[config.mk]
export PLATFORM = sky130hd
export DESIGN_NAME = mp_ram_loader
export DESIGN_NICKNAME = d
export VERILOG_FILES = /design/src/rtl/mp_ram_loader.sv
export SDC_FILE = /design/constraint.sdc
export NUM_CORES = 1
export LEC_CHECK = 0
export BUFFER_PORTS_ARGS = -buffer_cell sky130_fd_sc_hd__buf_2
export CAP_MARGIN = 20
export CORE_MARGIN = 2
export CORE_UTILIZATION = 55
export CTS_BUF_LIST = sky130_fd_sc_hd__clkbuf_4 sky130_fd_sc_hd__clkbuf_8
export DETAILED_ROUTE_END_ITERATION = 10
export GPL_TIMING_DRIVEN = 0
export PLACE_DENSITY = 0.88
export SKIP_LAST_GASP = 1
export SYNTH_ARGS = -nofsm -noshare
export SYNTH_HDL_FRONTEND = slang
export SYNTH_SLANG_ARGS = --single-unit
[constraint.sdc]
create_clock -name clock -period 3.85 [get_ports clock]
set_input_delay 0.385 -clock clock [delete_from_list [all_inputs] [get_ports clock]]
set_output_delay 0.385 -clock clock [all_outputs]
set_load 0.03 [all_outputs]
[src/rtl/mp_ram_loader.sv]
// Framed byte-stream loader for the matching pursuit PE RAMs: decodes a command byte,
// streams signal/dictionary bytes into their RAM write ports, clears x, and pulses start.
module mp_ram_loader #(
  parameter int SIGNAL_ADDR_WIDTH         = 4,
  parameter int DICTIONARY_ADDR_WIDTH     = 8,
  parameter int REPRESENTATION_ADDR_WIDTH = 4
) (
  input  logic                                 clock,
  input  logic                                 resetN,
  input  logic                                 in_valid,
  output logic                                 in_ready,
  input  logic [7:0]                           in_data,
  input  logic                                 in_last,
  output logic                                 y_we,
  output logic [SIGNAL_ADDR_WIDTH-1:0]         y_addr,
  output logic [7:0]                           y_wdata,
  output logic                                 dict_we,
  output logic [DICTIONARY_ADDR_WIDTH-1:0]     dict_addr,
  output logic [7:0]                           dict_wdata,
  output logic                                 x_we,
  output logic [REPRESENTATION_ADDR_WIDTH-1:0] x_addr,
  output logic [7:0]                           x_wdata,
  output logic                                 mp_start,
  output logic [SIGNAL_ADDR_WIDTH:0]           y_count,
  output logic [DICTIONARY_ADDR_WIDTH:0]       dict_count,
  output logic                                 error,
  output logic                                 busy
);
  localparam int SW = SIGNAL_ADDR_WIDTH;
  localparam int DW = DICTIONARY_ADDR_WIDTH;
  localparam int CW = ((SW > DW) ? SW : DW) + 1;

  typedef enum logic [2:0] {IDLE, LOAD_Y, LOAD_D, CLEAR_X, START, DRAIN} state_t;

  state_t        r_state;
  logic [CW-1:0] r_cnt;
  logic          w_fire;
  logic          w_room;
  logic [CW-1:0] w_lim;
  logic [CW-1:0] w_next;

  // Ready depends on state only, so there is no path from in_valid back to in_ready.
  assign in_ready = (r_state != CLEAR_X) && (r_state != START);
  assign busy     = (r_state != IDLE);
  assign x_wdata  = '0;
  assign w_fire   = in_valid && in_ready;

  always_comb begin
    w_lim  = (r_state == LOAD_D) ? (CW'(1) << DW) : (CW'(1) << SW);
    w_room = (r_cnt < w_lim);
    w_next = r_cnt + {{(CW-1){1'b0}}, w_room};
  end

  always_ff @(posedge clock or negedge resetN) begin
    if (!resetN) begin
      r_state    <= IDLE;
      r_cnt      <= '0;
      y_we       <= 1'b0;
      y_addr     <= '0;
      y_wdata    <= '0;
      dict_we    <= 1'b0;
      dict_addr  <= '0;
      dict_wdata <= '0;
      x_we       <= 1'b0;
      x_addr     <= '0;
      mp_start   <= 1'b0;
      y_count    <= '0;
      dict_count <= '0;
      error      <= 1'b0;
    end else begin
      y_we     <= 1'b0;
      dict_we  <= 1'b0;
      mp_start <= 1'b0;
      case (r_state)
        IDLE: if (w_fire) begin
          case (in_data[1:0])
            2'd0: if (in_last) y_count <= '0;
                  else begin r_state <= LOAD_Y; r_cnt <= '0; end
            2'd1: if (in_last) dict_count <= '0;
                  else begin r_state <= LOAD_D; r_cnt <= '0; end
            2'd2: if (in_last) begin
                    r_state <= CLEAR_X;
                    x_we    <= 1'b1;
                    x_addr  <= '0;
                  end else begin
                    r_state <= DRAIN;
                    error   <= 1'b1;
                  end
            default: if (in_last) begin
                    r_state  <= START;
                    mp_start <= 1'b1;
                  end else begin
                    r_state <= DRAIN;
                    error   <= 1'b1;
                  end
          endcase
        end
        LOAD_Y: if (w_fire) begin
          if (w_room) begin
            y_we    <= 1'b1;
            y_addr  <= r_cnt[SW-1:0];
            y_wdata <= in_data;
            r_cnt   <= w_next;
          end else error <= 1'b1;
          if (in_last) begin
            y_count <= w_next[SW:0];
            r_state <= IDLE;
          end
        end
        LOAD_D: if (w_fire) begin
          if (w_room) begin
            dict_we    <= 1'b1;
            dict_addr  <= r_cnt[DW-1:0];
            dict_wdata <= in_data;
            r_cnt      <= w_next;
          end else error <= 1'b1;
          if (in_last) begin
            dict_count <= w_next[DW:0];
            r_state    <= IDLE;
          end
        end
        CLEAR_X: if (x_addr == '1) begin
          x_we    <= 1'b0;
          r_state <= IDLE;
        end else x_addr <= x_addr + 1'b1;
        START: r_state <= IDLE;
        DRAIN: if (w_fire && in_last) r_state <= IDLE;
        default: r_state <= IDLE;
      endcase
    end
  end
endmodule
After elaboration in Yosys (flattened, before gate mapping):

Cells that the tools add are included.

* shifts and indexed selects: 0
* add/sub/neg operators: 2
* $lt $le $gt $ge: 1
* equal/unequal tests: 30
* $mul: 0
* reduce and logical (&&, ||, !) cells: 22
* muxes and demuxes: 54
* divide/modulo/power cells: 0
* bitwise gates (word level): 0

Operators with widths (number)
* 9-bit 2-to-1 mux: 11
* 9-bit case mux with 2 select lines: 2
* 2-bit != test, second input constant: 13
* 5-bit 2-to-1 mux: 5
* 3-bit 2-to-1 mux: 8
* 6-bit AND reduction: 4
* 1-bit 2-to-1 mux: 18
* 4-bit 2-to-1 mux: 4
* 2-bit by 1-bit != test with 1-bit output, second input constant: 6
* 3-bit case mux with 4 select lines: 1
* 5-bit case mux with 2 select lines: 1
* 5-bit AND reduction: 2
* 9-bit by 1-bit adder with 9-bit output: 1
* 9-bit < comparator: 1
* 3-bit != test, second input constant: 3
* 3-bit case mux with 3 select lines: 1
* 4-bit case mux with 2 select lines: 1
* 2-bit nonzero test: 4
* 7-bit AND reduction: 1
* 3-bit by 2-bit equality test with 1-bit output, second input constant: 2
* 3-bit AND reduction: 2
* 4-bit by 1-bit adder with 4-bit output, second input constant: 1
* 4-bit equality test, second input constant: 1
* 1-bit case mux with 2 select lines: 2
* 11 further kinds: 14

* bits in latches: 0
* flip-flop bits (word level): 63
* memories kept: 0
* output and inout port bits: 61
* memory bits (read-only): 0
* RAM bits: 0

Depth between registers and ports, before layout:

* depth after elaboration: 7
* gate-level depth with buffers: 13

Worst setup path after synthesis:

No wires, ideal clock.

* path kind: register -> register
* from: register r_state[0]
* to: register r_cnt[8]
* data arrival time: 2782 ps
* buffers on the path: 1
* stages on the path, launching flop included: 14
* path slack: 927 ps
* clock period less this slack: 2923 ps
* path through: dfrtp_1 > buf_2 > nor3b_4 > inv_2 > ha_1 > o41a_1 > a211o_4 > inv_6 > ha_1 > ha_1 > nand3_1 > o31a_1 > o211ai_1 > o21ai_0

* word-level cells in the longest chain between the ends: 7
* elaborated cells on any way between the ends: 21
* classes of those cells: add/sub (1); order compare (1); eq/ne (9); mux (4); reduce/logical (6)

Ends and longest elaborated chain
* start, declared: line 35 `state_t r_state;`
* start signal, assigned: line 56 `r_state <= IDLE;`
* start signal, assigned: line 78 `else begin r_state <= LOAD_Y; r_cnt <= '0; end`
* start signal, assigned: line 80 `else begin r_state <= LOAD_D; r_cnt <= '0; end`
* 3-bit by 2-bit equality test with 1-bit output: line 49, 74
* 9-bit 2-to-1 mux: line 49 `w_lim = (r_state == LOAD_D) ? (CW'(1) << DW) : (CW'(1) << SW);`
* 9-bit < comparator: line 50 `w_room = (r_cnt < w_lim);`
* 9-bit by 1-bit adder with 9-bit output: line 51 `w_next = r_cnt + {{(CW-1){1'b0}}, w_room};`
* 9-bit 2-to-1 mux: line 99, 111
* 9-bit 2-to-1 mux: line 110 `LOAD_D: if (w_fire) begin`
* 9-bit case mux with 2 select lines: line 74 `case (r_state)`
* end signal, assigned: line 103 `r_cnt <= w_next;`
* end signal, assigned: line 115 `r_cnt <= w_next;`
* end, declared: line 36 `logic [CW-1:0] r_cnt;`

Parallel ways exist; a longest one is shown, timed or not. The select of a mux whose other input is x is not followed.
A chain may end at the register's enable or synchronous reset.

Final worst setup path:

* from: register r_state[0]
* to: register dict_count[8]

* word-level cells in the longest chain between the ends: 7
* elaborated cells on any way between the ends: 19
* classes of those cells: add/sub (1); order compare (1); eq/ne (8); mux (4); reduce/logical (5)

Ends and longest elaborated chain
* 3-bit by 2-bit equality test with 1-bit output: line 49, 74
* 9-bit 2-to-1 mux: line 49
* 9-bit < comparator: line 50
* 9-bit by 1-bit adder with 9-bit output: line 51
* 9-bit 2-to-1 mux: line 117 `if (in_last) begin`
* 9-bit 2-to-1 mux: line 110
* 9-bit case mux with 2 select lines: line 74
* end signal, assigned: line 118 `dict_count <= w_next[DW:0];`
* end, declared: line 25 `output logic [DICTIONARY_ADDR_WIDTH:0] dict_count,`

Parallel ways exist; a longest one is shown, timed or not. The select of a mux whose other input is x is not followed.

==> impl_metrics.tcl <==
set metrics [dict create \
    outcome "finished, final reports clean" \
    place_ws_ns 0.553 \
    routed_wl_microns 7030 \
    cts_buffers 9 \
    cts_root_buf "clkbuf_8" \
    cts.repair.resized 0 \
    ys_seq_area_share_pct 51.3 \
    numClockSinks 63 \
    synth_edf_count 0 \
    finalCritPeriodShare_pct 91.1 \
    avgViaCountPerCell 5.65 \
    yosys_warnings 0 \
    htreeDepth 3 \
    core_area_sq_um 5440 \
    post-route-drc-count 0 \
    gp_congestion 0.883 \
    clock.fmax_ghz 0.285 \
    diodes 0 \
    area.sequential_sq_um 1580 \
    grt_use_met1_pct 30.7 \
    stdcell_count 433 \
    min_period_ns 3.51 \
    reg2reg_depth 13 \
    detail-route-antenna-nets 0 \
    die_x_microns 78.7 \
    synth-main-ff-cell "dfrtp_1" \
    antenna_found_initial 0 \
    hpwl_microns 4990 \
    cap_violations 0 \
    power_mw 3.09 \
    final_nets 373 \
    critPathCaptureType "flop" \
    first_global_vias 2357 \
    die_area_sq_um 6200 \
    syn-instance-count 276 \
    p_per_area_nw_per_um2 824 \
    drtIter0Drc 251 \
    cts_setup_buffers 0 \
    crit_fanout 9 \
    syn_to_final_growth_pct 22.1 \
    rsz0062_at_grt "false" \
    port_buffers 62 \
    critPathRequiredTime_ns 4.12 \
    cpMostUsedCell "ha_1" \
    synth_area_per_cell_sq_um 11.1 \
    dr_total_vias 2447 \
    hold_buffers 0 \
    ys_types 53 \
    hold_viol 0 \
    fin_util_pct 69.0 \
    clk_latency_ns 0.36 \
    synth_area_sq_um 3070 \
    dp_cells 418 \
    ys_ff_latch 63 \
    stdcell_area_sq_um 3750 \
    io_pins 73 \
    slew_viol_final 0 \
    relSlewSlack_pct 49.4 \
    top_usage_layer "met2" \
    cts_tree "done" \
    async_reset_ff_share_pct 100 \
    multi_input_area_sq_um 1320 \
    worstPathCellList "buf_2, nor3b_4, inv_2, ha_1, o41a_1, a211o_4, inv_6, ha_1, ha_1, nand3_1, nor4_1, o21ai_0, o21ai_0" \
    grt_pass1_wl_microns 11400 \
    use_met2_pct 39.9 \
    cp.arrival_ns 3.78 \
    worst_pin_slew_ns 0.753 \
    clkTransAtPathRegs_ns 0.07 \
    nFillCells 395 \
    grt_overflow 0 \
    fin_worst_skew_ns 0.00725 \
    fin_ws_ns 0.341 \
    crit_slowest_cell "nor4_1" \
    placed_area_sq_um 3520 \
    hold_slack_ns 0.0392 \
    die_y_microns 78.7 \
    rows 27 \
    cts_buffer_depth 2 \
    hold_class "input port to asynchronous set/reset pin" \
    p_leak_nw 1.89 \
    finalSetupViolCount 0 \
    drive_gt1_share_pct 36.3 \
    grt_usage_pct 24.2 \
    grt_util_met3_pct 5.11 \
    peakVddDrop_uv 561 \
    routedWlPerCell_microns 16.2 \
    drtPass1Iterations 5 \
    start_kind "flop" \
    crit_type "flop to flop" \
    critical-path-max-stage-delay_ns 0.44 \
    grt_max_degree 38 \
    start_util_pct 56.5 \
    tns_ns 0 \
]
[cell usage after synthesis (all sizes together) (3+ instances only)]
| cell type | number | area share (%) |
|---|---|---|
| a21oi | 8 | 1.3 |
| buf | 14 | 3.6 |
| clkbuf | 10 | 1.3 |
| dfrtp | 63 | 51 |
| ha | 4 | 1.6 |
| inv | 13 | 1.8 |
| mux2 | 30 | 12 |
| nand2 | 29 | 3.5 |
| nand3 | 13 | 2.5 |
| nor2 | 14 | 1.7 |
| o211ai | 3 | 0.73 |
| o21ai | 13 | 2.1 |
| o22ai | 3 | 0.61 |
| o2bb2ai | 3 | 0.86 |
| o311ai | 4 | 1.1 |
| o31ai | 5 | 1.2 |
| xnor2 | 6 | 1.7 |
[per-layer routing]
metal | vias to the layer above | part of all wire [%]
met5 | - | 0
met4 | 0 | 2.4
met3 | 18 | 5.4
met2 | 92 | 50
met1 | 1200 | 42
li1 | 1137 | -
[cells by family (layout without fill, tap and decap cells)]
family                   after synthesis  in the layout  synth area share (%)
flip-flops                            63             63                  51.3
AO/OA/AOI/OAI                         55             55                  12.7
AND/OR/NAND/NOR                       79             79                  13.3
buffers and inverters                 37            115                  6.64
XOR/XNOR                               7              7                  2.00
multiplexers                          30             30                  12.3
adder cells (fa/ha/maj)                4              4                  1.63
other                                  1              8                 0.122
[worst paths after layout]
check	slack, ns	to	startpoint
worst max register to register	0.34	dict_count[8]	r_state[0]
worst min-delay path	0.04	y_wdata[4]	resetN
worst min register to register	0.46	error	error
min in group clock	0.27	y_wdata[4]	in_data[4]
worst max-delay path	0.34	dict_count[8]	r_state[0]
max in group asynchronous	3.20	dict_count[6]	resetN
[cell usage in the layout, fill, tap and decap left out, types with 3 or more instances in the layout]
master | synthesis | routed
dfrtp_1 | 63 | 63
xnor2_1 | 6 | 6
inv_1 | 11 | 11
nand2_1 | 29 | 29
nand3_1 | 12 | 12
ha_1 | 4 | 4
o2bb2ai_1 | 3 | 3
nor2_1 | 14 | 14
o311ai_0 | 4 | 4
o21ai_0 | 13 | 13
o31ai_1 | 5 | 5
mux2_4 | 11 | 11
clkbuf_8 | 0 | 9
o22ai_1 | 3 | 3
buf_2 | 2 | 64
buf_4 | 9 | 9
mux2_2 | 19 | 19
a21oi_1 | 8 | 8
bufinv_16 | 0 | 3
o211ai_1 | 3 | 3
conb_1 | 1 | 8
buf_6 | 3 | 3
clkbuf_1 | 9 | 9
[worst max-delay path, delay by kind of cell, from the launching register on]
family | cells | cell delay [ns]
compound gates | 4 | 0.87
simple gates | 3 | 0.98
flops | 1 | 0.38
fa+ha+maj | 3 | 0.80
buf+inv | 3 | 0.38
[sequential cells by signal, indices dropped and copies added, names as in the netlist]
signal	flops
dict_addr	8
x_we	1
y_count	5
mp_start	1
y_wdata	8
error	1
dict_count	9
y_addr	4
dict_we	1
r_cnt	9
dict_wdata	8
x_addr	4
y_we	1
r_state	3
[power by group]
| group | leakage (nW) | internal (mW) | total [mW] | switching [mW] |
|---|---|---|---|---|
| Combinational | 0.941 | 0.486 | 1.41 | 0.923 |
| Clock | 0.120 | 0.440 | 0.692 | 0.252 |
| Sequential | 0.826 | 0.863 | 0.993 | 0.131 |
[layout make-up]
cell class	instances	share of cell area (%)
flip-flops and latches	63	42.0
multi-input cells	183	35.1
repair buffers	63	8.80
plain buffers	24	4.00
clock buffers	11	3.70
clock inverters	4	2.53
well taps	72	2.40
inverters	13	1.43
Note: power is estimated with default switching activity, not from simulation.
